--- src/rtl/soc_pkg.sv ---
// Shared SoC constants: timer register word indices, CTRL/STATUS bit positions, default base.
// No logic, no latency; constants only.
package soc_pkg;

    localparam logic [31:0] TIMER_BASE_ADDR = 32'h0000_1000;

    // Word index addr[3:2]: CTRL 0x0, COUNT 0x4, CMP 0x8, STATUS 0xC
    typedef enum logic [1:0] {
        REG_CTRL   = 2'd0,
        REG_COUNT  = 2'd1,
        REG_CMP    = 2'd2,
        REG_STATUS = 2'd3
    } reg_sel_e;

    localparam int CTRL_EN_BIT    = 0;
    localparam int CTRL_AR_BIT    = 1;
    localparam int CTRL_IE_BIT    = 2;
    localparam int CTRL_PRESC_LSB = 8;

    localparam int STAT_MATCH_BIT = 0;
    localparam int STAT_OVF_BIT   = 1;

endpackage

--- src/rtl/mmio_timer_if.sv ---
// Core data-bus slice seen by the timer: chip enable, write enable, address, write/read data, select.
// Reads are combinational; no backpressure, every access completes in its own cycle.
interface mmio_timer_if;
    logic        ce;
    logic        we;
    logic [31:0] addr;
    logic [31:0] data_i;
    logic [31:0] data_o;
    logic        sel_o;

    modport master (output ce, we, addr, data_i, input data_o, sel_o);
    modport slave  (input ce, we, addr, data_i, output data_o, sel_o);
endinterface

--- src/rtl/mmio_timer_prescaler.sv ---
// Divides clk by (div+1) while enabled, emitting a one-cycle tick when the count reaches div.
// Tick is combinational from the count register; clr or !en restart the count at 0.
module mmio_timer_prescaler #(
    parameter int PRESCALE_W = 8
)(
    input  logic                  clk,
    input  logic                  rst,
    input  logic                  en,
    input  logic                  clr,
    input  logic [PRESCALE_W-1:0] div,
    output logic                  tick
);
    logic [PRESCALE_W-1:0] r_cnt;

    assign tick = en && (r_cnt == div);

    always_ff @(posedge clk) begin
        if (!rst) begin
            r_cnt <= '0;
        end else if (clr || !en || tick) begin
            r_cnt <= '0;
        end else begin
            r_cnt <= r_cnt + 1'b1;
        end
    end
endmodule

--- src/rtl/mmio_timer.sv ---
// Memory-mapped 32-bit timer with prescaler, compare match, overflow and W1C status.
// Reads combinational, writes land next edge, never stalls; MMIO_TIMER_IRQ_EN adds IE and irq_o.
module mmio_timer
    import soc_pkg::*;
#(
    parameter logic [31:0] BASE_ADDR  = TIMER_BASE_ADDR,
    parameter int          PRESCALE_W = 8
)(
    input  logic        clk,
    input  logic        rst,
    mmio_timer_if.slave bus
`ifdef MMIO_TIMER_IRQ_EN
    ,
    output logic        irq_o
`endif
);
    logic                  r_en;
    logic                  r_auto;
    logic [PRESCALE_W-1:0] r_presc;
    logic [31:0]           r_count;
    logic [31:0]           r_cmp;
    logic                  r_match;
    logic                  r_ovf;

    reg_sel_e    w_idx;
    logic        w_wr;
    logic        w_ctrl_wr;
    logic        w_cnt_wr;
    logic        w_cmp_wr;
    logic        w_stat_wr;
    logic        w_tick;
    logic        w_hit;
    logic        w_reload;
    logic        w_ovf_set;
    logic [31:0] w_rd_dat;
    logic        w_unused;

    assign bus.sel_o = bus.ce && (bus.addr[31:4] == BASE_ADDR[31:4]);
    assign w_idx     = reg_sel_e'(bus.addr[3:2]);
    assign w_wr      = bus.ce && bus.we && bus.sel_o;
    assign w_ctrl_wr = w_wr && (w_idx == REG_CTRL);
    assign w_cnt_wr  = w_wr && (w_idx == REG_COUNT);
    assign w_cmp_wr  = w_wr && (w_idx == REG_CMP);
    assign w_stat_wr = w_wr && (w_idx == REG_STATUS);
    assign w_unused  = ^bus.addr[1:0];

    mmio_timer_prescaler #(.PRESCALE_W(PRESCALE_W)) u_presc (
        .clk  (clk),
        .rst  (rst),
        .en   (r_en),
        .clr  (w_ctrl_wr),
        .div  (r_presc),
        .tick (w_tick)
    );

    // Match compares the pre-write COUNT even when a software write steals the tick
    assign w_hit     = w_tick && (r_count == r_cmp);
    assign w_reload  = w_hit && r_auto;
    assign w_ovf_set = w_tick && !w_cnt_wr && !w_reload && (r_count == 32'hFFFF_FFFF);

    always_ff @(posedge clk) begin
        if (!rst) begin
            r_en    <= 1'b0;
            r_auto  <= 1'b0;
            r_presc <= '0;
            r_count <= '0;
            r_cmp   <= '0;
            r_match <= 1'b0;
            r_ovf   <= 1'b0;
        end else begin
            if (w_ctrl_wr) begin
                r_en    <= bus.data_i[CTRL_EN_BIT];
                r_auto  <= bus.data_i[CTRL_AR_BIT];
                r_presc <= bus.data_i[CTRL_PRESC_LSB +: PRESCALE_W];
            end
            if (w_cmp_wr) begin
                r_cmp <= bus.data_i;
            end
            if (w_cnt_wr) begin
                r_count <= bus.data_i;
            end else if (w_tick) begin
                r_count <= w_reload ? 32'd0 : r_count + 32'd1;
            end
            // Hardware set beats a simultaneous write-1-to-clear
            r_match <= w_hit     | (r_match & ~(w_stat_wr & bus.data_i[STAT_MATCH_BIT]));
            r_ovf   <= w_ovf_set | (r_ovf   & ~(w_stat_wr & bus.data_i[STAT_OVF_BIT]));
        end
    end

`ifdef MMIO_TIMER_IRQ_EN
    logic r_ie;

    always_ff @(posedge clk) begin
        if (!rst) begin
            r_ie <= 1'b0;
        end else if (w_ctrl_wr) begin
            r_ie <= bus.data_i[CTRL_IE_BIT];
        end
    end

    assign irq_o = r_ie && (r_match || r_ovf);
`endif

    always_comb begin
        w_rd_dat = '0;
        case (w_idx)
            REG_CTRL: begin
                w_rd_dat[CTRL_EN_BIT] = r_en;
                w_rd_dat[CTRL_AR_BIT] = r_auto;
`ifdef MMIO_TIMER_IRQ_EN
                w_rd_dat[CTRL_IE_BIT] = r_ie;
`endif
                w_rd_dat[CTRL_PRESC_LSB +: PRESCALE_W] = r_presc;
            end
            REG_COUNT:  w_rd_dat = r_count;
            REG_CMP:    w_rd_dat = r_cmp;
            REG_STATUS: begin
                w_rd_dat[STAT_MATCH_BIT] = r_match;
                w_rd_dat[STAT_OVF_BIT]   = r_ovf;
            end
            default:    w_rd_dat = '0;
        endcase
    end

    assign bus.data_o = (bus.ce && !bus.we && bus.sel_o) ? w_rd_dat : 32'd0;
endmodule

--- src/flat_wrapper.sv ---
// flat-port wrapper written by rule: the top's interface ports become plain ports
module mmio_timer_flat import soc_pkg::*;
#(
    parameter logic [31:0] BASE_ADDR  = TIMER_BASE_ADDR,
    parameter int          PRESCALE_W = 8
)
  (clk, rst, bus_ce, bus_we, bus_addr, bus_data_i, bus_data_o, bus_sel_o);
  mmio_timer_if bus_i ();
  input  logic clk;
  input  logic rst;
  input wire logic [$bits(bus_i.ce)-1:0] bus_ce;
  input wire logic [$bits(bus_i.we)-1:0] bus_we;
  input wire logic [$bits(bus_i.addr)-1:0] bus_addr;
  input wire logic [$bits(bus_i.data_i)-1:0] bus_data_i;
  output wire logic [$bits(bus_i.data_o)-1:0] bus_data_o;
  output wire logic [$bits(bus_i.sel_o)-1:0] bus_sel_o;
  assign bus_i.ce = bus_ce;
  assign bus_i.we = bus_we;
  assign bus_i.addr = bus_addr;
  assign bus_i.data_i = bus_data_i;
  assign bus_data_o = bus_i.data_o;
  assign bus_sel_o = bus_i.sel_o;
  mmio_timer #(.BASE_ADDR(BASE_ADDR), .PRESCALE_W(PRESCALE_W)) u_core (.clk(clk), .rst(rst), .bus(bus_i));
endmodule
--- config.mk ---
export PLATFORM = sky130hd
export DESIGN_NAME = mmio_timer_flat
export DESIGN_NICKNAME = d
export VERILOG_FILES = /design/src/rtl/soc_pkg.sv /design/src/rtl/mmio_timer_if.sv /design/src/rtl/mmio_timer_prescaler.sv /design/src/rtl/mmio_timer.sv /design/src/flat_wrapper.sv
export SDC_FILE = /design/constraint.sdc
export NUM_CORES = 1
export LEC_CHECK = 0
export BUFFER_PORTS_ARGS = -buffer_cell sky130_fd_sc_hd__buf_2
export CAP_MARGIN = 20
export CORE_ASPECT_RATIO = 0.8
export CORE_MARGIN = 8
export CORE_UTILIZATION = 39
export DETAILED_ROUTE_END_ITERATION = 10
export GPL_ROUTABILITY_DRIVEN = 0
export PLACE_DENSITY_LB_ADDON = 0.1
export SLEW_MARGIN = 20
export SYNTH_ARGS = -nofsm -noshare
export SYNTH_HDL_FRONTEND = slang
export SYNTH_SLANG_ARGS = --single-unit
export TNS_END_PERCENT = 20
--- constraint.sdc ---
create_clock -name clk -period 5.1 [get_ports clk]
set_input_delay 0.765 -clock clk [delete_from_list [all_inputs] [get_ports clk]]
set_output_delay 0.765 -clock clk [all_outputs]
set_load 0.005 [all_outputs]
Yosys cells after proc, flatten, opt, wreduce, memory -nomap -nowiden
Index checks and enable logic that the tools add are counted.

$add $sub $neg: 2. Div/mod/pow operators: 0. Reduce and logical (&&, ||, !) cells: 24. Multiplexer cells: 8. $lt $le $gt $ge: 0. Bitwise operators: 9. Shift-type cells: 0. Equal/unequal tests: 7. $mul: 0.

Operator list (number): $mux W32 (4); $add A32 B1 Y32 const B (1); $eq A32 B32 Y1 (1); $eq A32 B32 Y1 const B (1); $pmux W16 S2 (1); $eq A28 B9 Y1 const B (1); $pmux W8 S3 (1); $logic_and A1 B1 Y1 (15); $pmux W6 S2 (1); $add A8 B1 Y8 const B (1); $eq A8 B8 Y1 (1); $pmux W2 S4 (1); $and A1 B1 Y1 (4); $eq A2 B2 Y1 const B (2); $logic_not A1 Y1 (4); $not A1 Y1 (3); $eq A2 B1 Y1 const B (1); $logic_not A2 Y1 (1); $logic_or A1 B1 Y1 (2); $or A1 B1 Y1 (2); $reduce_bool A2 Y1 (1); $reduce_or A2 Y1 (1).

Memory bits (read-only): 0. Memories: 0. Output and inout port bits: 33. Logic and storage cells: 58. Flip-flop bits (word level): 84. RAM bits: 0. Latch bits: 0. Input port bits: 68.

Logic depth before layout (Yosys ltp)
Depth in word-level cells: 9. Depth in mapped cells: 10. Mapped depth without buffers: 8.

Modules after synthesis
From an unflattened synthesis, not the netlist that was laid out.

Cells, all modules: 688. Area total of the unflattened synthesis: 5295.1 um2.

By module, submodules not included: mmio_timer (sequential area each 1521.5 um2, cells each 641, area an instance 4822.1 um2, instances 1); mmio_timer_prescaler (sequential area each 160.2 um2, cells each 47, area an instance 473.0 um2, instances 1).

Worst setup path after synthesis
No wires, ideal clock.

Kind: input -> output. Start point: input bus_addr[5]. End point: output bus_data_o[16]. Path buffers: 1. Required time: 4335 ps. Stages on the path: 6. Arrival: 1996 ps. Path slack: 2339 ps. Cells stage by stage: nor4b_1 -> nand4_1 -> nor3_1 -> nand2_1 -> clkbuf_1 -> nor2_1.

Word-level cells in the longest chain between the ends: 4.

Ends and longest elaborated chain: start, declared (RTL line flat_wrapper.sv:13) `input wire logic [$bits(bus_i.addr)-1:0] bus_addr;`; $eq A28 B9 Y1 (RTL line mmio_timer.sv:38) `assign bus.sel_o = bus.ce && (bus.addr[31:4] == BASE_ADDR[31:4]);`; $logic_and A1 B1 Y1 (RTL line mmio_timer.sv:38); $logic_and A1 B1 Y1 (RTL line mmio_timer.sv:125) `assign bus.data_o = (bus.ce && !bus.we && bus.sel_o) ? w_rd_dat : 32'd0;`; $mux W32 (RTL line mmio_timer.sv:125); end, declared (RTL line flat_wrapper.sv:15) `output wire logic [$bits(bus_i.data_o)-1:0] bus_data_o;`.

No other way between the ends.

Final worst setup path
Start point: input bus_addr[5]. End point: output bus_data_o[22].

The elaborated chain is that of the path after synthesis.

==> results.py <==
metrics = {
    "clock_tree": {
        "clock_latency_ns": 0.34,
        "postCtsSetupBuffers": 0,
        "numCtsBuffers": 9,
        "cts.sinks": 84,
        "clock_path_buffers": 2,
        "ctsResizeCount": 0,
        "cts_root_buffer": "clkbuf_16",
        "clk_pin_slew_ns": 0.06,
        "ctsHtreeMaxLevel": 3,
        "cts_tree": "yes",
        "ctsHoldBuffers": 0,
    },
    "synth": {
        "syn_area_per_cell_um2": 8.38,
        "ys_async_sr_fraction_pct": 0,
        "synth_top_area_share_pct": 33.3,
        "yosys_warnings": 0,
        "synth_cell_type_count": 50,
        "synth_top_cell_by_area": "dfxtp_1",
        "ys_seq_area_share_pct": 33.3,
        "syn-num-nets": 678,
        "synth_area_um2": 5050,
        "synthTopCellsByArea": "dfxtp_1 33%, mux2i_1 8.3%, nor2_1 7.7%, xnor2_1 6.8%, xor2_1 3.8%",
        "syn_inst": 602,
        "synth_seq_cells": 84,
        "synth-edff-count": 0,
        "synth_top_flop_cell": "dfxtp_1",
    },
    "sta": {
        "clock.fmax_mhz": 283,
        "min_period_over_period_pct": 69.4,
        "skew_ns": 0.00675,
        "slew_headroom_pct": 28.6,
        "slew_viol_final": 0,
        "setup_tns_ns": 0,
        "rsz0062_at_grt": "no",
        "fin_crit_ns": 3.54,
        "worst_pin_slew_ns": 1.07,
        "hold_violations": 0,
        "setup-violations-final": 0,
    },
    "setup_path": {
        "cp-start-kind": "primary input",
        "cp_num_buf_inv": 2,
        "critPathMaxFanout": 22,
        "crit_path_end_kind": "output port",
        "cp_slowest_stage_delay_ns": 0.59,
        "crit_slowest_cell": "nand2_1",
        "path_common_cell": "buf_2",
        "reg2reg_slack_ns": 1.64,
        "critical_path.top_delay_family": "simple AND/OR/NAND/NOR gates",
        "critPathKind": "in2out",
        "crit_arrival_ns": 2.77,
        "crit_required_ns": 4.34,
        "crit_chain": "buf_2, nor4b_1, nand4_1, nor3_1, nand2_1, nor2_1, buf_2",
    },
    "power": {
        "switching_power_mw": 0.311,
        "p_sw_share_pct": 22.5,
        "p_int_mw": 1.07,
        "pwr-share-comb_pct": 4.8,
        "seq_power_share_pct": 47.5,
        "p_clk_share_pct": 47.7,
        "powerDensity_nw_per_um2": 236,
        "peakVddDrop_mv": 0.158,
        "p_leak_nw": 2.10,
    },
    "place": {
        "dp.cells": 831,
        "hpwlAfterDp_um": 11000,
        "portBuffers": 98,
        "post_dp_cell_area_um2": 5570,
    },
    "run": {
        "maxCapViolCount": 0,
    },
    "grt": {
        "antenna_found_initial": 0,
        "grt_overflow": 0,
        "grt_max_degree": 60,
        "grt_first_pass_wirelength_um": 25600,
        "grt_pass1_vias": 4755,
        "grt_usage_pct": 19.1,
    },
    "routing": {
        "route.detailed.drc": 0,
        "via_per_inst": 5.50,
        "routedWlPerCell_um": 18.8,
        "drt_wl_total_um": 15900,
        "first_iter_violations": 363,
        "via_count": 4654,
        "final_antenna_net_count": 0,
        "firstDrtPassIters": 6,
    },
    "cells_and_area": {
        "drive_above_1_share_pct": 21.5,
        "antenna_cells": 0,
        "final_common_cell": "nor2_1",
        "fillCellCount": 1278,
        "final_area_um2": 5860,
        "finalNonFillerCells": 846,
        "mostFrequentLayoutCells": "103 x nor2_1, 98 x buf_2, 84 x dfxtp_1, 42 x mux2i_1, 39 x xnor2_1",
        "syn_to_final_growth_pct": 16.1,
        "area.sequential_um2": 1680,
        "nets": 743,
        "multi_input_comb_area_um2": 3110,
    },
    "run_status": {
        "outcome": "complete, no violations",
    },
    "die": {
        "die_height_um": 118,
        "row_count": 37,
        "die_w_um": 143,
        "io_pins": 101,
        "core_um2": 12700,
        "start_util_pct": 39.6,
        "dieArea_um2": 16900,
    },
    "min_path": {
        "hold_class": "reg2reg",
    },
}
## through the flow
step	hold slack (ns)	utilization [%]	setup slack [ns]	power [mW]
6_report	0.476	46.0	1.56	1.38
5_1_grt	0.498	46.0	1.23	1.43
4_1_cts	0.483	46.0	1.50	1.40
3_5_place_dp	0.469	43.7	1.50	0.738
3_3_place_gp	0.456	43.7	1.53	0.737
2_1_floorplan	0.436	-	2.34	0.694
## synth_stat cells, types with 3 or more instances
cell,n
o22ai_2,10
clkbuf_1,32
a21o_1,11
xor2_1,22
a222oi_1,10
xnor2_1,39
o21ai_0,18
nor4_1,4
nor3_1,3
buf_4,5
and4_1,4
ha_1,8
buf_2,9
dfxtp_1,84
nand4_1,16
mux2i_1,42
nand2_1,21
o22ai_1,6
o31ai_1,10
and2_1,6
nand3_1,25
inv_1,6
nor2_1,103
and3_1,20
a31oi_1,4
a21oi_1,29
a22oi_1,22
## worst paths after layout
check	start	endpoint	cells past startpoint
max	bus_addr[5]	bus_data_o[22]	7
min reg2reg	u_core.u_presc.r_cnt[0]$_SDFF_PP0_	u_core.u_presc.r_cnt[0]$_SDFF_PP0_	1
min	u_core.u_presc.r_cnt[0]$_SDFF_PP0_	u_core.u_presc.r_cnt[0]$_SDFF_PP0_	1
max reg2reg	u_core.r_count[26]$_SDFFE_PN0P_	u_core.r_count[31]$_SDFFE_PN0P_	6
## routing by layer
layer | wire length (um) | track usage (%) | vias to the layer above
li1 | - | - | 2284
met1 | 7600 | 25.9 | 2228
met2 | 7230 | 29.8 | 128
met3 | 869 | 3.73 | 14
met4 | 186 | 5.63 | 0
met5 | 0 | 0 | -
## power groups by stage
stage | Clock, mW | Sequential [mW] | Combinational (mW)
2_1_floorplan | 0 | 0.671 | 0.0237
3_3_place_gp | 0 | 0.671 | 0.0662
3_5_place_dp | 0 | 0.671 | 0.0669
4_1_cts | 0.673 | 0.656 | 0.0670
5_1_grt | 0.703 | 0.655 | 0.0724
6_report | 0.659 | 0.656 | 0.0663
## final cells by class
type	count	share of cell area (%)
Inverter	7	0.448
Clock inverter	4	0.854
Sequential cell	84	28.7
Clock buffer	11	4.14
Tap cell	175	3.74
Timing Repair Buffer	104	9.14
Multi-Input combinational cell	461	53.0
## worst register-to-register path: stages, from the launching register on
cell and delay, ns:
dfxtp_1 0.37, xnor2_1 0.39, nand4_1 0.16, nor4_2 0.53, a31o_1 0.72, or3_1 0.93
o22ai_1 0.21
## cell families (layout without fill, tap and decap cells)
| logic type | after synthesis | count (layout) | synth area share (%) |
|---|---|---|---|
| multiplexers | 42 | 42 | 8.33 |
| AO/OA/AOI/OAI | 126 | 126 | 18.0 |
| flip-flops | 84 | 84 | 33.3 |
| adder cells (fa/ha/maj) | 8 | 8 | 1.98 |
| buffers and inverters | 57 | 126 | 5.18 |
| XOR/XNOR | 61 | 61 | 10.6 |
| AND/OR/NAND/NOR | 224 | 224 | 22.6 |
## sequential cells by signal, summed over array words and instances, names as in the netlist
signal and flops:
u_core.u_presc.r_cnt 8, u_core.r_auto 1, u_core.r_en 1, u_core.r_count 32
u_core.r_match 1, u_core.r_presc 8, u_core.r_ovf 1, u_core.r_cmp 32
Note: power is estimated with default switching activity, not from simulation.
